## config.mk

```make
export PLATFORM = sky130hd
export DESIGN_NAME = tdm_mux_4to1
export DESIGN_NICKNAME = d
export VERILOG_FILES = /design/src/rtl/tdm_mux_4to1.sv
export SDC_FILE = /design/constraint.sdc
export NUM_CORES = 1
export LEC_CHECK = 0
export ABC_AREA = 1
export CAP_MARGIN = 15
export CORE_ASPECT_RATIO = 0.75
export CORE_MARGIN = 2
export CORE_UTILIZATION = 55
export CTS_BUF_LIST = sky130_fd_sc_hd__clkbuf_16
export CTS_CLUSTER_SIZE = 25
export DETAILED_ROUTE_END_ITERATION = 8
export PLACE_DENSITY = 0.85
export SLEW_MARGIN = 10
export SYNTH_ARGS = -nofsm -noshare
export SYNTH_HDL_FRONTEND = slang
export SYNTH_SLANG_ARGS = --single-unit
```

## constraint.sdc

```tcl
create_clock -name clk -period 4.05 [get_ports clk]
set_input_delay 0.405 -clock clk [delete_from_list [all_inputs] [get_ports clk]]
set_output_delay 0.405 -clock clk [all_outputs]
set_load 0.05 [all_outputs]
```

## src/rtl/tdm_mux_4to1.sv

```systemverilog
// Four-channel time-division multiplexer feeding a serial 1-to-4 demux.
// A frame walks the enabled channels lowest-first; each slot lasts SLOT_LEN cycles.
module tdm_mux_4to1 #(
  parameter int unsigned SLOT_LEN = 1
) (
  input  logic       clk,
  input  logic       rst_n,
  input  logic       en,
  input  logic [3:0] I,
  input  logic [3:0] mask,
  output logic       d_out,
  output logic [1:0] sel,
  output logic       valid,
  output logic       frame_start,
  output logic [7:0] frame_cnt
);

  localparam int unsigned CH_N  = 4;
  localparam int unsigned SEL_W = 2;
  localparam int unsigned CNT_W = 4;
  localparam int unsigned FRM_W = 8;

  typedef enum logic {
    IDLE = 1'b0,
    SEND = 1'b1
  } state_t;

  state_t             state, state_nxt;
  logic [CH_N-1:0]    snap, snap_nxt;
  logic [CH_N-1:0]    msk, msk_nxt;
  logic [CNT_W-1:0]   slot_cnt, slot_cnt_nxt;
  logic [SEL_W-1:0]   sel_nxt;
  logic               d_out_nxt;
  logic               valid_nxt;
  logic               frame_start_nxt;
  logic [FRM_W-1:0]   frame_cnt_nxt;

  logic               start_ok;
  logic               slot_end;
  logic [SEL_W-1:0]   first_sel;
  logic               has_next;
  logic [SEL_W-1:0]   next_sel;
  logic               launch;
  logic               to_idle;

  // Lowest set bit of a channel mask (0 when the mask is empty).
  function automatic logic [SEL_W-1:0] low_bit(input logic [CH_N-1:0] m);
    logic [SEL_W-1:0] r;
    r = '0;
    for (int k = CH_N - 1; k >= 0; k--) begin
      if (m[k]) r = SEL_W'(k);
    end
    return r;
  endfunction

  // Next set bit strictly above s; MSB of the result flags whether one exists.
  function automatic logic [SEL_W:0] bit_above(input logic [CH_N-1:0] m,
                                               input logic [SEL_W-1:0] s);
    logic [SEL_W:0] r;
    r = '0;
    for (int k = CH_N - 1; k >= 0; k--) begin
      if (m[k] && (k > int'(s))) r = {1'b1, SEL_W'(k)};
    end
    return r;
  endfunction

  // Frame-boundary qualifiers and channel stepping.
  always_comb begin
    logic [SEL_W:0] nb;
    nb        = bit_above(msk, sel);
    start_ok  = en && (mask != '0);
    slot_end  = (slot_cnt == CNT_W'(SLOT_LEN - 1));
    first_sel = low_bit(mask);
    has_next  = nb[SEL_W];
    next_sel  = nb[SEL_W-1:0];
  end

  // Next-state and next-output logic.
  always_comb begin
    state_nxt       = state;
    snap_nxt        = snap;
    msk_nxt         = msk;
    slot_cnt_nxt    = slot_cnt;
    sel_nxt         = sel;
    d_out_nxt       = d_out;
    valid_nxt       = valid;
    frame_start_nxt = frame_start;
    frame_cnt_nxt   = frame_cnt;
    launch          = 1'b0;
    to_idle         = 1'b0;

    case (state)
      IDLE: begin
        if (start_ok) launch  = 1'b1;
        else          to_idle = 1'b1;
      end
      SEND: begin
        if (!slot_end) begin
          slot_cnt_nxt = slot_cnt + CNT_W'(1);
        end else if (has_next) begin
          slot_cnt_nxt    = '0;
          sel_nxt         = next_sel;
          d_out_nxt       = snap[next_sel];
          frame_start_nxt = 1'b0;
        end else begin
          frame_cnt_nxt = frame_cnt + FRM_W'(1);
          if (start_ok) launch  = 1'b1;
          else          to_idle = 1'b1;
        end
      end
      default: to_idle = 1'b1;
    endcase

    // New frame: snapshot inputs and open the lowest enabled slot.
    if (launch) begin
      state_nxt       = SEND;
      snap_nxt        = I;
      msk_nxt         = mask;
      slot_cnt_nxt    = '0;
      sel_nxt         = first_sel;
      d_out_nxt       = I[first_sel];
      valid_nxt       = 1'b1;
      frame_start_nxt = 1'b1;
    end

    // Quiet line between frames.
    if (to_idle) begin
      state_nxt       = IDLE;
      slot_cnt_nxt    = '0;
      sel_nxt         = '0;
      d_out_nxt       = 1'b0;
      valid_nxt       = 1'b0;
      frame_start_nxt = 1'b0;
    end
  end

  // FSM state register.
  always_ff @(posedge clk or negedge rst_n) begin
    if (!rst_n) state <= IDLE;
    else        state <= state_nxt;
  end

  // Snapshot, slot timer and registered outputs.
  always_ff @(posedge clk or negedge rst_n) begin
    if (!rst_n) begin
      snap        <= '0;
      msk         <= '0;
      slot_cnt    <= '0;
      sel         <= '0;
      d_out       <= 1'b0;
      valid       <= 1'b0;
      frame_start <= 1'b0;
      frame_cnt   <= '0;
    end else begin
      snap        <= snap_nxt;
      msk         <= msk_nxt;
      slot_cnt    <= slot_cnt_nxt;
      sel         <= sel_nxt;
      d_out       <= d_out_nxt;
      valid       <= valid_nxt;
      frame_start <= frame_start_nxt;
      frame_cnt   <= frame_cnt_nxt;
    end
  end

endmodule

```

# --- Word level (Yosys, flattened, before mapping) ---
# Cells that the tools add are included.
word_totals:
  regBits: 25
  in_bits: 11
  out_inout_bits: 13
  elab_cells: 72
classes:
  add_sub_neg: 2
  order_cmp: 5
  n_eq_ne: 1
  muxes: 41
  bitwise_logic: 2
  n_reduce_logical: 13
op_table:
  columns: ["cell", "count"]
  rows:
  - ["1-bit two-way mux", 20]
  - ["4-bit two-way mux", 5]
  - ["2-bit two-way mux", 9]
  - ["3-bit two-way mux", 3]
  - ["3-bit nonzero test", 3]
  - ["8-bit by 1-bit adder with 8-bit output, second input constant", 1]
  - ["2-bit by 3-bit less-than comparator with 1-bit output, second input constant", 2]
  - ["3-bit AND reduction", 2]
  - ["4-bit by 1-bit adder with 4-bit output, second input constant", 1]
  - ["1-bit binary-select mux with 2-bit select", 2]
  - ["2-bit > comparator, first input constant", 2]
  - ["1-bit logical AND", 4]
  - ["4-bit logical NOT", 1]
  - ["4-bit by 1-bit != test with 1-bit output, second input constant", 1]
  - ["1-bit one-hot mux with 2 select lines", 2]
  - ["4-bit nonzero test", 1]
  - ["1-bit by 2-bit > comparator with 1-bit output, first input constant", 1]
  - ["1-bit NOT", 2]
  - ["2-bit AND reduction", 1]
  - ["2-bit nonzero test", 1]

# --- Depth between registers and ports, before layout ---
depth:
  depth_word: 12
  ltp_mapped: 10
  mapped_depth_nobuf: 10

# --- Least setup slack after synthesis ---
# No wires, ideal clock.
synth_path:
  path_kind: "reg2reg"
  startpoint: "reg sel[1]"
  endpoint: "reg frame_cnt[3]"
  setup_ns: 0.142
  arrival_ns: 1.453
  t_required_ns: 3.908
  slack_ns: 2.455
  stages_incl_launch_ff: 9
  path_buffers: 0
  synth_period_minus_slack_ns: 1.595
  cell_sequence: "dfrtp_1 -> nand2_1 -> nand2_1 -> nand2_2 -> inv_2 -> nand3_2 -> clkinv_2 -> nand2_1 -> xnor2_1"
synth_via:
  elab_chain_len: 7
  word_cells_on_any_way: 11
  cone_classes: "order compare: 3; mux: 3; bitwise: 1; reduce/logical: 4"
synth_lines:
  columns: ["item", "line_no", "rtl"]
  rows:
  - ["from (decl)", "12", "output logic [1:0] sel,"]
  - ["from (signal assigned)", "158", "sel <= sel_nxt;"]
  - ["2-bit > comparator", "62", "if (m[k] && (k > int'(s))) r = {1'b1, SEL_W'(k)};"]
  - ["1-bit logical AND", "62", null]
  - ["3-bit two-way mux (2 in a row)", "62", null]
  - ["3-bit two-way mux *", "62", null]
  - ["1-bit NOT (no line) *", null, null]
  - ["3-bit AND reduction (no line) *", null, null]
  - ["to (signal assigned)", "162", "frame_cnt <= frame_cnt_nxt;"]
  - ["to (decl)", "15", "output logic [7:0] frame_cnt"]
# Mark *: on every way between the ends. The rest lies on a longest branch, timed or not.
# A chain may end at the register's enable or synchronous reset.

# --- Worst setup path after layout ---
layout_path:
  startpoint: "reg valid"
  endpoint: "out valid"
layout_rtl:
  columns: ["item", "line_no", "rtl"]
  rows:
  - ["from (decl)", "13", "output logic valid,"]
  - ["from (signal assigned)", "160", "valid <= valid_nxt;"]
# No word-level cell between the ends.

==> impl_metrics.ini <==
[status]
status = finished clean

[timing]
tightestPinTransition_ns = 0.509
fmax_mhz = 493
slew_headroom_pct = 66.0
grt_setup_unrepaired = no
finalHoldViolations = 0
setup_ws_ns = 2.02
final.min_clock_period_ns = 2.03
fin_skew_ns = 0.00288
slew_viol_final = 0
tns_ns = 0
fin_crit_sh_pct = 50.0
setup_viol = 0

[synth]
synth-main-ff-cell = dfrtp_1
post_synth.cell_area_avg_um2 = 8.46
post-synth-top-count-cell = nand2_1
synthesis.nets = 165
synth.distinct_cells = 23
ys_warn_count = 0
synthTopCellsByArea = dfrtp_1 (47%), nand2_1 (14%), nand3_1 (6.3%)
synth_edf_count = 0
ys_async_sr_fraction_pct = 100
synthCells = 151
ys_ff_latch = 24
seq_area_frac_synth_pct = 47.0
yosys.area.top_type = dfrtp_1
ys_top_cells_by_count = nand2_1 (47), dfrtp_1 (24), nand3_1 (16), inv_1 (15), nor2_1 (12)
netlist.area_leader.share_pct = 47.0
synth_area_um2 = 1280

[die]
row_count = 15
die_height_um = 45.7
die_w_um = 59.7
initial_core_util_pct = 56.7
die-area_um2 = 2730
coreArea_um2 = 2250
io_pins = 24

[grt]
grt_usage_pct = 23.9
first_global_vias = 1087
grt_max_degree = 25
grt_antenna_before_repair = 0
grt_overflow = 0
grt_pass1_wl_mm = 4.70

[critical_path]
worstSetupEndpointType = output port
cp_cell_sequence = clkdlybuf4s50_1
worstPathArrival_ns = 1.62
setup.worst_path.class = register to output port
cp_max_fo = 6
worstPathRequired_ns = 3.64
cpPeakStageDelay_ns = 0.86
cp_num_buf_inv = 1
slowest_stage = clkdlybuf4s50_1
cp-start-kind = register
critical_path.top_delay_family = buffers and inverters

[layout]
diodes = 0
area_delta_synth_final_pct = 27.0
layout-drive-gt1-share_pct = 11.3
nFillCells = 165
num-nets-final = 192

[routing]
wl_per_cell_um = 15.0
avgViaCountPerCell = 5.39
drc = 0
totalWireLength_mm = 3.03
ant_nets = 0
dr.first_iter.drc_count = 36
dr.pass1.iters = 4
via_count = 1088

[clock_tree]
clock-sinks = 24
clockBufferDepth = 2
post_cts_buffers = 0
cts_resized = 0
cts-buffers-inserted = 3
root_buffer = clkbuf_16
hold_buffers = 0
htreeDepth = 1
cts_tree = done
clk_latency_ns = 0.25
path_clk_slew_ns = 0.06

[power]
ir_worst_vdd_v = 0.000430
powerDensity_nw_per_um2 = 803
total_leakage_power_nw = 0.790

[worst_hold_path]
hp-class = input port to async pin

[run]
drv_cap = 0

[placed_design]
dp_slack_ns = 2.17
gp_congestion = 0.843
hpwl_mm = 2.19
io_buffers = 23
## power by group
group          internal (mW)  switching, mW  total, mW
clock                  0.132         0.0812      0.213
combinational          0.224          0.453      0.677
sequential             0.326         0.0868      0.413
## final timing paths
check,endpoint,start,depth (start not counted),slack [ns]
max in group asynchronous,frame_cnt[7],rst_n,2,3.20
max,valid,valid,1,2.02
min,msk[2],rst_n,1,0.43
max reg2reg,snap[2],slot_cnt[1],9,2.51
min in group clk,snap[3],snap[3],2,0.48
min reg2reg,snap[3],snap[3],2,0.48
## layout make-up
class / count / area (µm²) / share of cell area [%]
multi-input cells: 108 / 589 / 36.3
clock buffers: 3 / 75.1 / 4.63
clock inverters: 1 / 3.75 / 0.231
flip-flops and latches: 24 / 601 / 37.0
repair buffers: 24 / 258 / 15.9
inverters: 17 / 65.1 / 4.01
well taps: 25 / 31.3 / 1.93
## kinds of logic (layout without fill, tap and decap cells)
kind of cell | Yosys count | after routing | synth area share [%]
simple gates | 88 | 88 | 31.8
flops | 24 | 24 | 47.0
xor+xnor | 9 | 9 | 6.17
compound gates | 8 | 8 | 5.19
fa+ha+maj | 3 | 3 | 2.94
buf+inv | 19 | 45 | 6.85
## layout by cell type (no fill, tap or decap), drive strengths merged
cell type | synthesis | layout
nand2 | 51 | 51
xor2 | 4 | 4
xnor2 | 5 | 5
inv | 16 | 16
clkinv | 1 | 2
nor2 | 13 | 13
nand4 | 3 | 3
clkdlybuf4s50 | 0 | 23
a21oi | 1 | 1
o211ai | 1 | 1
clkbuf | 0 | 3
nor3 | 2 | 2
buf | 2 | 1
nand3 | 19 | 19
a31oi | 1 | 1
o21ai | 5 | 5
ha | 3 | 3
dfrtp | 24 | 24
## sequential cells by signal, indices dropped and copies added, names as in the netlist
name / count
sel: 2
frame_start: 1
frame_cnt: 8
valid: 1
snap: 4
slot_cnt: 4
msk: 3
d_out: 1
## routing by layer
metal | track usage [%] | wire (µm) | vias up | share of wire, %
met3 | 6.82 | 145 | 2 | 4.8
met2 | 42.6 | 1540 | 36 | 51
li1 | - | - | 529 | -
met4 | 5.33 | 19 | 0 | 0.63
met5 | 0 | 0 | - | 0
met1 | 29.0 | 1320 | 521 | 44
## per-stage QoR
| stage | power (mW) | utilization [%] | hold WS, ns | instances | area, µm² |
|---|---|---|---|---|---|
| 6_report | 1.30 | 72.1 | 0.434 | 202 | 1620 |
| 5_1_grt | 1.39 | 72.1 | 0.448 | 202 | 1620 |
| 4_1_cts | 1.29 | 70.8 | 0.477 | 201 | 1600 |
| 3_5_place_dp | 1.07 | 67.3 | 0.461 | 197 | 1520 |
| 3_3_place_gp | 1.05 | 67.3 | 0.464 | 197 | 1520 |
| 2_1_floorplan | 0.900 | - | 0.109 | 151 | 1280 |
(Power assumes the default switching activity.)
